--- config.mk ---
export PLATFORM = sky130hd
export DESIGN_NAME = tt_sel_seq
export DESIGN_NICKNAME = d
export VERILOG_FILES = /design/src/rtl/tt_ctrl_pkg.sv /design/src/rtl/tt_sync_edge.sv /design/src/rtl/tt_sel_seq.sv
export SDC_FILE = /design/constraint.sdc
export NUM_CORES = 1
export LEC_CHECK = 0
export CORE_ASPECT_RATIO = 0.75
export CORE_MARGIN = 2
export CORE_UTILIZATION = 50
export CTS_CLUSTER_SIZE = 30
export DETAILED_ROUTE_END_ITERATION = 6
export GPL_ROUTABILITY_DRIVEN = 1
export PLACE_DENSITY = 0.75
export SYNTH_ARGS = -nofsm -noshare
export SYNTH_HDL_FRONTEND = slang
export SYNTH_SLANG_ARGS = --single-unit
--- constraint.sdc ---
create_clock -name clk_i -period 2.15 [get_ports clk_i]
set_input_delay 0.43 -clock clk_i [delete_from_list [all_inputs] [get_ports clk_i]]
set_output_delay 0.43 -clock clk_i [all_outputs]
set_load 0.01 [all_outputs]
--- src/rtl/tt_ctrl_pkg.sv ---
// Shared controller-domain types: sequencer FSM states and spine address field widths.
package tt_ctrl_pkg;

    localparam int unsigned ADDR_W   = 10;
    localparam int unsigned BRANCH_W = 5;
    localparam int unsigned SLOT_W   = 5;

    typedef enum logic [1:0] {
        StOff   = 2'd0,
        StBlank = 2'd1,
        StUrst  = 2'd2,
        StRun   = 2'd3
    } tt_state_e;

endpackage

--- src/rtl/tt_sync_edge.sv ---
// Multi-flop synchroniser for an asynchronous pad input, with a registered copy for rise detect.
module tt_sync_edge #(
    parameter int unsigned SYNC_STAGES = 2
) (
    input  logic clk_i,
    input  logic rst_ni,
    input  logic d_i,
    output logic level_o,
    output logic rise_o
);

    logic [SYNC_STAGES-1:0] sync_q;
    logic                   prev_q;

    always_ff @(posedge clk_i or negedge rst_ni) begin
        if (!rst_ni) begin
            sync_q <= '0;
            prev_q <= 1'b0;
        end else begin
            sync_q <= {sync_q[SYNC_STAGES-2:0], d_i};
            prev_q <= sync_q[SYNC_STAGES-1];
        end
    end

    assign level_o = sync_q[SYNC_STAGES-1];
    assign rise_o  = sync_q[SYNC_STAGES-1] & ~prev_q;

endmodule

--- src/rtl/tt_sel_seq.sv ---
// Selection sequencer: owns the spine design address and steps every address change
// through blank -> user-reset -> run so the branch muxes never expose a half-switched design.
module tt_sel_seq
    import tt_ctrl_pkg::*;
#(
    parameter int unsigned SYNC_STAGES = 2,
    parameter int unsigned N_BRANCH    = 24,
    parameter int unsigned BLANK_CYC   = 4,
    parameter int unsigned URST_CYC    = 8
) (
    input  logic              clk_i,
    input  logic              rst_ni,
    input  logic              pad_sel_rst_ni,
    input  logic              pad_sel_inc_i,
    input  logic              pad_ena_i,
    output logic [ADDR_W-1:0] sel_o,
    output logic              sel_valid_o,
    output logic              um_ena_o,
    output logic              um_rst_no,
    output logic              busy_o
);

    localparam logic [7:0] BlankLoad = 8'(BLANK_CYC - 1);
    localparam logic [7:0] UrstLoad  = 8'(URST_CYC - 1);

    logic sel_rst_n_s, sel_rst_rise_unused;
    logic inc_s_unused, inc_rise;
    logic ena_s, ena_rise_unused;

    tt_sync_edge #(.SYNC_STAGES(SYNC_STAGES)) u_sync_sel_rst (
        .clk_i  (clk_i),
        .rst_ni (rst_ni),
        .d_i    (pad_sel_rst_ni),
        .level_o(sel_rst_n_s),
        .rise_o (sel_rst_rise_unused)
    );

    tt_sync_edge #(.SYNC_STAGES(SYNC_STAGES)) u_sync_inc (
        .clk_i  (clk_i),
        .rst_ni (rst_ni),
        .d_i    (pad_sel_inc_i),
        .level_o(inc_s_unused),
        .rise_o (inc_rise)
    );

    tt_sync_edge #(.SYNC_STAGES(SYNC_STAGES)) u_sync_ena (
        .clk_i  (clk_i),
        .rst_ni (rst_ni),
        .d_i    (pad_ena_i),
        .level_o(ena_s),
        .rise_o (ena_rise_unused)
    );

    logic [ADDR_W-1:0] sel_q, sel_d;
    logic              sel_valid_q, sel_valid_d;
    logic              change;
    tt_state_e         state_q, state_d;
    logic [7:0]        cnt_q, cnt_d;
    logic              um_ena_q, um_rst_n_q, busy_q;

    always_comb begin
        sel_d = sel_q;
        if (!sel_rst_n_s) begin
            sel_d = '0;
        end else if (inc_rise) begin
            sel_d = sel_q + ADDR_W'(1);
        end
        sel_valid_d = 32'(sel_d[ADDR_W-1:SLOT_W]) < N_BRANCH;
        change      = (sel_d != sel_q);
    end

    always_comb begin
        state_d = state_q;
        cnt_d   = cnt_q;
        if (state_q == StOff) begin
            if (ena_s && sel_valid_d) begin
                state_d = StBlank;
                cnt_d   = BlankLoad;
            end
        end else if (!ena_s || !sel_valid_d) begin
            state_d = StOff;
        end else if (change) begin
            // Any address move restarts the whole blank/reset sequence.
            state_d = StBlank;
            cnt_d   = BlankLoad;
        end else begin
            unique case (state_q)
                StBlank: begin
                    if (cnt_q == 8'd0) begin
                        state_d = StUrst;
                        cnt_d   = UrstLoad;
                    end else begin
                        cnt_d = cnt_q - 8'd1;
                    end
                end
                StUrst: begin
                    if (cnt_q == 8'd0) begin
                        state_d = StRun;
                    end else begin
                        cnt_d = cnt_q - 8'd1;
                    end
                end
                default: ;
            endcase
        end
    end

    always_ff @(posedge clk_i or negedge rst_ni) begin
        if (!rst_ni) begin
            sel_q       <= '0;
            sel_valid_q <= 1'b1;
            state_q     <= StOff;
            cnt_q       <= 8'd0;
            um_ena_q    <= 1'b0;
            um_rst_n_q  <= 1'b0;
            busy_q      <= 1'b0;
        end else begin
            sel_q       <= sel_d;
            sel_valid_q <= sel_valid_d;
            state_q     <= state_d;
            cnt_q       <= cnt_d;
            // Decoded from next state so the spine controls come straight off flops.
            um_ena_q    <= (state_d == StUrst) || (state_d == StRun);
            um_rst_n_q  <= (state_d == StRun);
            busy_q      <= (state_d == StBlank) || (state_d == StUrst);
        end
    end

    assign sel_o       = sel_q;
    assign sel_valid_o = sel_valid_q;
    assign um_ena_o    = um_ena_q;
    assign um_rst_no   = um_rst_n_q;
    assign busy_o      = busy_q;

endmodule

======== Word-level counts from Yosys, hierarchy flattened ========
Cells that the tools add are included.
operators by class
  $add $sub $neg .......................... 2
  multipliers ............................. 0
  div/mod/pow operators ................... 0
  order comparisons ....................... 1
  eq/ne operators ......................... 9
  shift-type cells ........................ 0
  multiplexer cells ....................... 16
  bitwise operators ....................... 2
  reductions and logical operators ........ 10
operator list
  cell                                               number
  2-to-1 mux 8 bit                                   6
  2-to-1 mux 10 bit                                  2
  case mux 8 bit (2 select lines)                    1
  2-to-1 mux 2 bit                                   6
  adder 10 x 1 -> 10 bit, second input constant      1
  != test 10 bit                                     1
  zero test 8 bit                                    1
  subtractor 8 x 1 -> 8 bit, second input constant   1
  == test 2 bit, second input constant               3
  less-than comparator 5 bit, second input constant  1
  == test 2 x 1 -> 1 bit, second input constant      2
  != test 4 bit, second input constant               1
  case mux 2 bit (2 select lines)                    1
  AND reduction 4 bit                                1
  nonzero test 4 bit                                 1
  logical OR 1 bit                                   3
  zero test 1 bit                                    2
  zero test 2 bit                                    1
  != test 2 x 1 -> 1 bit, second input constant      1
  != test 2 bit, second input constant               1
  AND 1 bit                                          1
  logical AND 1 bit                                  1
  inverter 1 bit                                     1
word-level totals
  bits in registers ....................... 31
  bits in latches ......................... 0
  RAM bits ................................ 0
  memory bits (read-only) ................. 0
  output and inout bits ................... 14
  logic and storage cells ................. 51
  memories kept ........................... 0

======== Logic depth before layout (Yosys ltp) ========
  depth in word-level cells ............... 11
  depth in mapped cells ................... 9
  mapped depth without buffers ............ 9

======== Hierarchy ========
From an unflattened synthesis, not the netlist that was laid out.
unflattened totals
  cells, all modules ...................... 166
  area total of the unflattened synthesis .. 1745.4 µm²
by module, submodules not included
  module        instances  cells each  area an instance (µm²)
  tt_sel_seq    1          154         1478.9
  tt_sync_edge  3          4           88.8

======== Worst setup path before layout ========
No wires, ideal clock.
  kind .................................... register to register
  start ................................... reg sel_q[0] (netlist: sel_o[0])
  end ..................................... reg um_ena_q (netlist: um_ena_o)
  setup time .............................. 0.126 ns
  arrival ................................. 2.233 ns
  data required time ...................... 2.024 ns
  path slack .............................. -0.209 ns
  stages on the path, launching flop included .. 10
  clock period less this slack ............ 2.359 ns
  cell sequence ........................... dfrtp_1 -> ha_1 -> nor4bb_1 -> nand4b_1 -> nand4_4 -> buf_2 -> a211oi_2 -> a31o_2 -> ha_1 -> a221o_1
on the way
  longest elaborated chain between the ends .. 10
  elaborated cells on any way between the ends .. 15
ends and longest elaborated chain
  item                        line               RTL
  start, declared             tt_sel_seq.sv:54   logic [ADDR_W-1:0] sel_q, sel_d;
  start signal, assigned      tt_sel_seq.sv:118  sel_q <= sel_d;
  adder 10 x 1 -> 10 bit      tt_sel_seq.sv:66   sel_d = sel_q + ADDR_W'(1);
  2-to-1 mux 10 bit           tt_sel_seq.sv:65   end else if (inc_rise) begin
  2-to-1 mux 10 bit           tt_sel_seq.sv:63   if (!sel_rst_n_s) begin
  less-than comparator 5 bit  tt_sel_seq.sv:68   sel_valid_d = 32'(sel_d[ADDR_W-1:SLOT_W]) < N_BRANCH;
  zero test 1 bit             tt_sel_seq.sv:80   end else if (!ena_s || !sel_valid_d) begin
  logical OR 1 bit            tt_sel_seq.sv:80
  2-to-1 mux 2 bit            tt_sel_seq.sv:80
  2-to-1 mux 2 bit (*)        tt_sel_seq.sv:75   if (state_q == StOff) begin
  net state_d[1]              tt_sel_seq.sv:57   tt_state_e state_q, state_d;
  == test 2 bit               tt_sel_seq.sv:123  um_ena_q <= (state_d == StUrst) || (state_d == StRun);
  logical OR 1 bit (*)        tt_sel_seq.sv:123
  end signal, assigned        tt_sel_seq.sv:123
  end, declared               tt_sel_seq.sv:59   logic um_ena_q, um_rst_n_q, busy_q;
Mark *: on every way through the listed nets, which the timed path passes. The rest lies on a longest branch.
A chain may end at the register's enable or synchronous reset.

======== Worst setup path in the final report ========
  start ................................... reg cnt_q[3]
  end ..................................... reg cnt_q[4]
on the way
  longest elaborated chain between the ends .. 6
  elaborated cells on any way between the ends .. 10
ends and longest elaborated chain
  item                                                                 line                                RTL
  start, declared                                                      tt_sel_seq.sv:58                    logic [7:0] cnt_q, cnt_d;
  start signal, assigned                                               tt_sel_seq.sv:121                   cnt_q <= cnt_d;
  subtractor 8 x 1 -> 8 bit / zero test 8 bit (equally long branches)  n/a
  2-to-1 mux 8 bit, on equally long branches                           tt_sel_seq.sv:97, tt_sel_seq.sv:89
  case mux 8 bit (2 select lines)                                      tt_sel_seq.sv:87                    unique case (state_q)
  2-to-1 mux 8 bit                                                     tt_sel_seq.sv:82                    end else if (change) begin
  2-to-1 mux 8 bit                                                     tt_sel_seq.sv:80
  2-to-1 mux 8 bit                                                     tt_sel_seq.sv:75
Parallel ways exist; a longest one is shown, timed or not. The select of a mux whose other input is x is not followed.

==> out/metrics.cfg <==
[cts]
cts_max_level=2
cts_tree=yes
clock_latency_ps=290
cts_hold_buf=0
cts.clk_slew.worst_paths_ps=60
root_buffer=clkbuf_8
clock_path_buffers=2
cts_inserted_buffers=5
cts.sinks=31

[routing]
drt_iter0_drc=46
wl_per_cell_microns=16.5
drc=0
first_pass_iters=4
via_per_inst=5.83
route.vias.total=1406
routed_wl_microns=3990
ant_nets=0

[hold_path]
hp-start=u_sync_sel_rst.sync_q[0]
worstHoldPathCells=0
hold_end=u_sync_sel_rst.sync_q[1]
hold_path_class=flop to flop

[synthesis]
synth_compound_area_frac=0.142
ys_seq_area_frac=0.472
yosys_warnings=0
synthSimpleGateAreaFrac=0.252
synth_top_family_by_area=simple AND/OR/NAND/NOR gates
synth_top_cells_by_area=dfrtp_1 (46%), ha_1 (5.3%), xnor2_1 (3.7%)
syn-num-nets=161
synth_area_per_cell_sq_um=11.1
synth-async-reset-ratio=1.00
ys_seq_elements=31
synth_edf_count=0
synth_flop_cell=dfrtp_1
yosys.area_share.adder=0.0532
ys_types=51
synth.top_cell.area_share=0.456
synthCells=149
syn_area_sq_um=1650
synthMuxAreaShare=0.00608
synth_top_area_cell=dfrtp_1
synthXorXnorAreaFrac=0.0479

[power]
pwr-share-clk=0.291
swShare=0.320
power.internal_mw=1.38
power.leakage_nw=1.04
power_switching_mw=0.651
p_seq_frac=0.350
p_per_area_nw_per_um2=871
p_comb_frac=0.359
vdd_drop_max_uv=553

[timing]
maxSlewViolCount=0
worstMarginPinSlew_ps=388
period_share=1.00
fin_worst_skew_ps=8.73
hold_ws_ps=348
setup_viol=1
fmax_ghz=0.464
rsz0062_at_grt=yes
fin_crit_ps=2150
setup_slack_ps=-4.43
relSlewSlack=0.742
final_hold_viol_count=0

[finish]
fin_util=0.724
design_area_sq_um=2330
layout.cells.non_filler=241
antennaDiodeCount=0
fin_nets=212
post_route_cells_drive_above_1_share=0.348
area_delta_synth_final_pct=41.6

[placement]
gp_congestion=0.841
dp_cells=224
place_hpwl_microns=2650
place_ws_ps=-12.8
dpl-instance-area_sq_um=2030
io_buffers=18

[critical_path]
end_kind=flop
crit_path_max_incr_delay_ps=590
crit_slowest_cell=or4_4
r2r_end=cnt_q[4]
crit_type=flop to flop
cp.required_ps=2310
crit_family=simple AND/OR/NAND/NOR gates
reg2reg_depth=5
worstPathCellList=or4_4 -> o41a_1 -> nor2_4 -> nor3_2 -> a221o_1
reg2reg_from=cnt_q[3]
r2r_setup_slack_ps=-4
worstPathArrival_ps=2310
start_kind=flop
startpoint=cnt_q[3]
cp_num_buf_inv=0
cp_max_fo=5

[floorplan]
rows=18
die_area_sq_um=3770
initial_core_util=0.511
io_pins=19
chipHeight_microns=53.7
core_area_sq_um=3220
chipWidth_microns=70.3

[grt]
first_global_vias=1331
groute.usage.overall=0.219
antenna_found_initial=0
grt_max_degree=32
grt_overflow=0
grt_pass1_wl_microns=6120

[run_status]
violations=setup timing
run_status=finished, violations left

[run]
drv_cap=0

## how the worst max path moves through the flow
stage	end	slack [ps]	cells past startpoint
6_report	cnt_q[4]	-4	5
5_1_grt	um_ena_o	-100	8
4_1_cts	um_ena_o	-2	8
3_5_place_dp	cnt_q[4]	-10	7
3_3_place_gp	um_ena_o	30	9
2_1_floorplan	um_ena_o	2	9
## flip-flops by register name (all words and copies together) (netlist names)
| register | cells |
|---|---|
| state_q | 2 |
| um_ena_o | 1 |
| cnt_q | 8 |
| busy_o | 1 |
| um_rst_no | 1 |
| u_sync_inc.prev_q | 1 |
| u_sync_inc.sync_q | 2 |
| u_sync_sel_rst.sync_q | 2 |
| sel_valid_o | 1 |
| u_sync_ena.sync_q | 2 |
| sel_o | 10 |
## Yosys cell counts (3+ instances only)
master	n
nor2b_1	3
and2_1	9
o21ai_0	3
nand3_1	3
nand4_1	3
dfrtp_1	30
inv_1	8
xnor2_1	7
ha_1	7
nand2_1	12
nor2_1	7
a21oi_1	3
nor4_2	3
a221o_1	4
## what timing repair did
item / 4_1_cts / 5_1_grt
endpoints found under the hold margin: 0 / 0
setup buffers: 0 / 9
endpoints found under the setup margin: 6 / 8
pin swaps: 0 / 13
resized for setup: 4 / 16
## kinds of logic after synthesis
| kind of cell | Yosys count |
|---|---|
| AOI/OAI and AO/OA | 27 |
| xor gates and xnor gates | 9 |
| adders and majority gates | 7 |
| buffers and inverters | 11 |
| DFF | 31 |
| muxes | 1 |
| and+or+nand+nor | 63 |
## per-stage QoR
step	TNS [ps]	total power, mW
6_report	-4.43	2.03
5_1_grt	-317	2.13
4_1_cts	-1.59	1.94
3_5_place_dp	-19.2	1.31
3_3_place_gp	0	1.28
2_1_floorplan	0	1.08
## area by class of cell
class                   count  area [sq um]
well taps                  40          50.0
inverters                   8          30.0
clock buffers               6          82.6
multi-input cells         107           941
clock inverters             2          35.0
flip-flops and latches     31           782
repair buffers             47           410
fillers                   230           890
## power groups by stage
stage | sequential [mW] | combinational (mW) | clock [mW]
6_report | 0.712 | 0.729 | 0.591
4_1_cts | 0.709 | 0.630 | 0.599
3_3_place_gp | 0.715 | 0.564 | 0
2_1_floorplan | 0.726 | 0.351 | 0
3_5_place_dp | 0.718 | 0.587 | 0
5_1_grt | 0.721 | 0.780 | 0.625
## routing by layer
metal	track usage	share of wire	vias to the layer above
li1	-	-	642
met1	0.267	0.45	708
met4	0.128	0.023	0
met3	0.0637	0.046	12
met2	0.355	0.48	44
met5	0	0	-
## cell usage in the layout, fill, tap and decap left out, drive strengths merged, types with 2 or more instances in the layout
cell	count
nor4	3
o41ai	2
nor2	8
and3	2
or3	3
xnor2	7
clkdlybuf4s50	18
a31o	2
buf	29
nand3	3
dfrtp	30
ha	7
nand2b	2
o31ai	2
a21oi	3
xor2	2
inv	8
a221o	4
and4	2
o21ai	3
nor3	4
nor2b	3
and2	9
clkbuf	6
nand4	4
nand2	12
a21o	2
No activity file was read; power rests on OpenSTA's default activity.
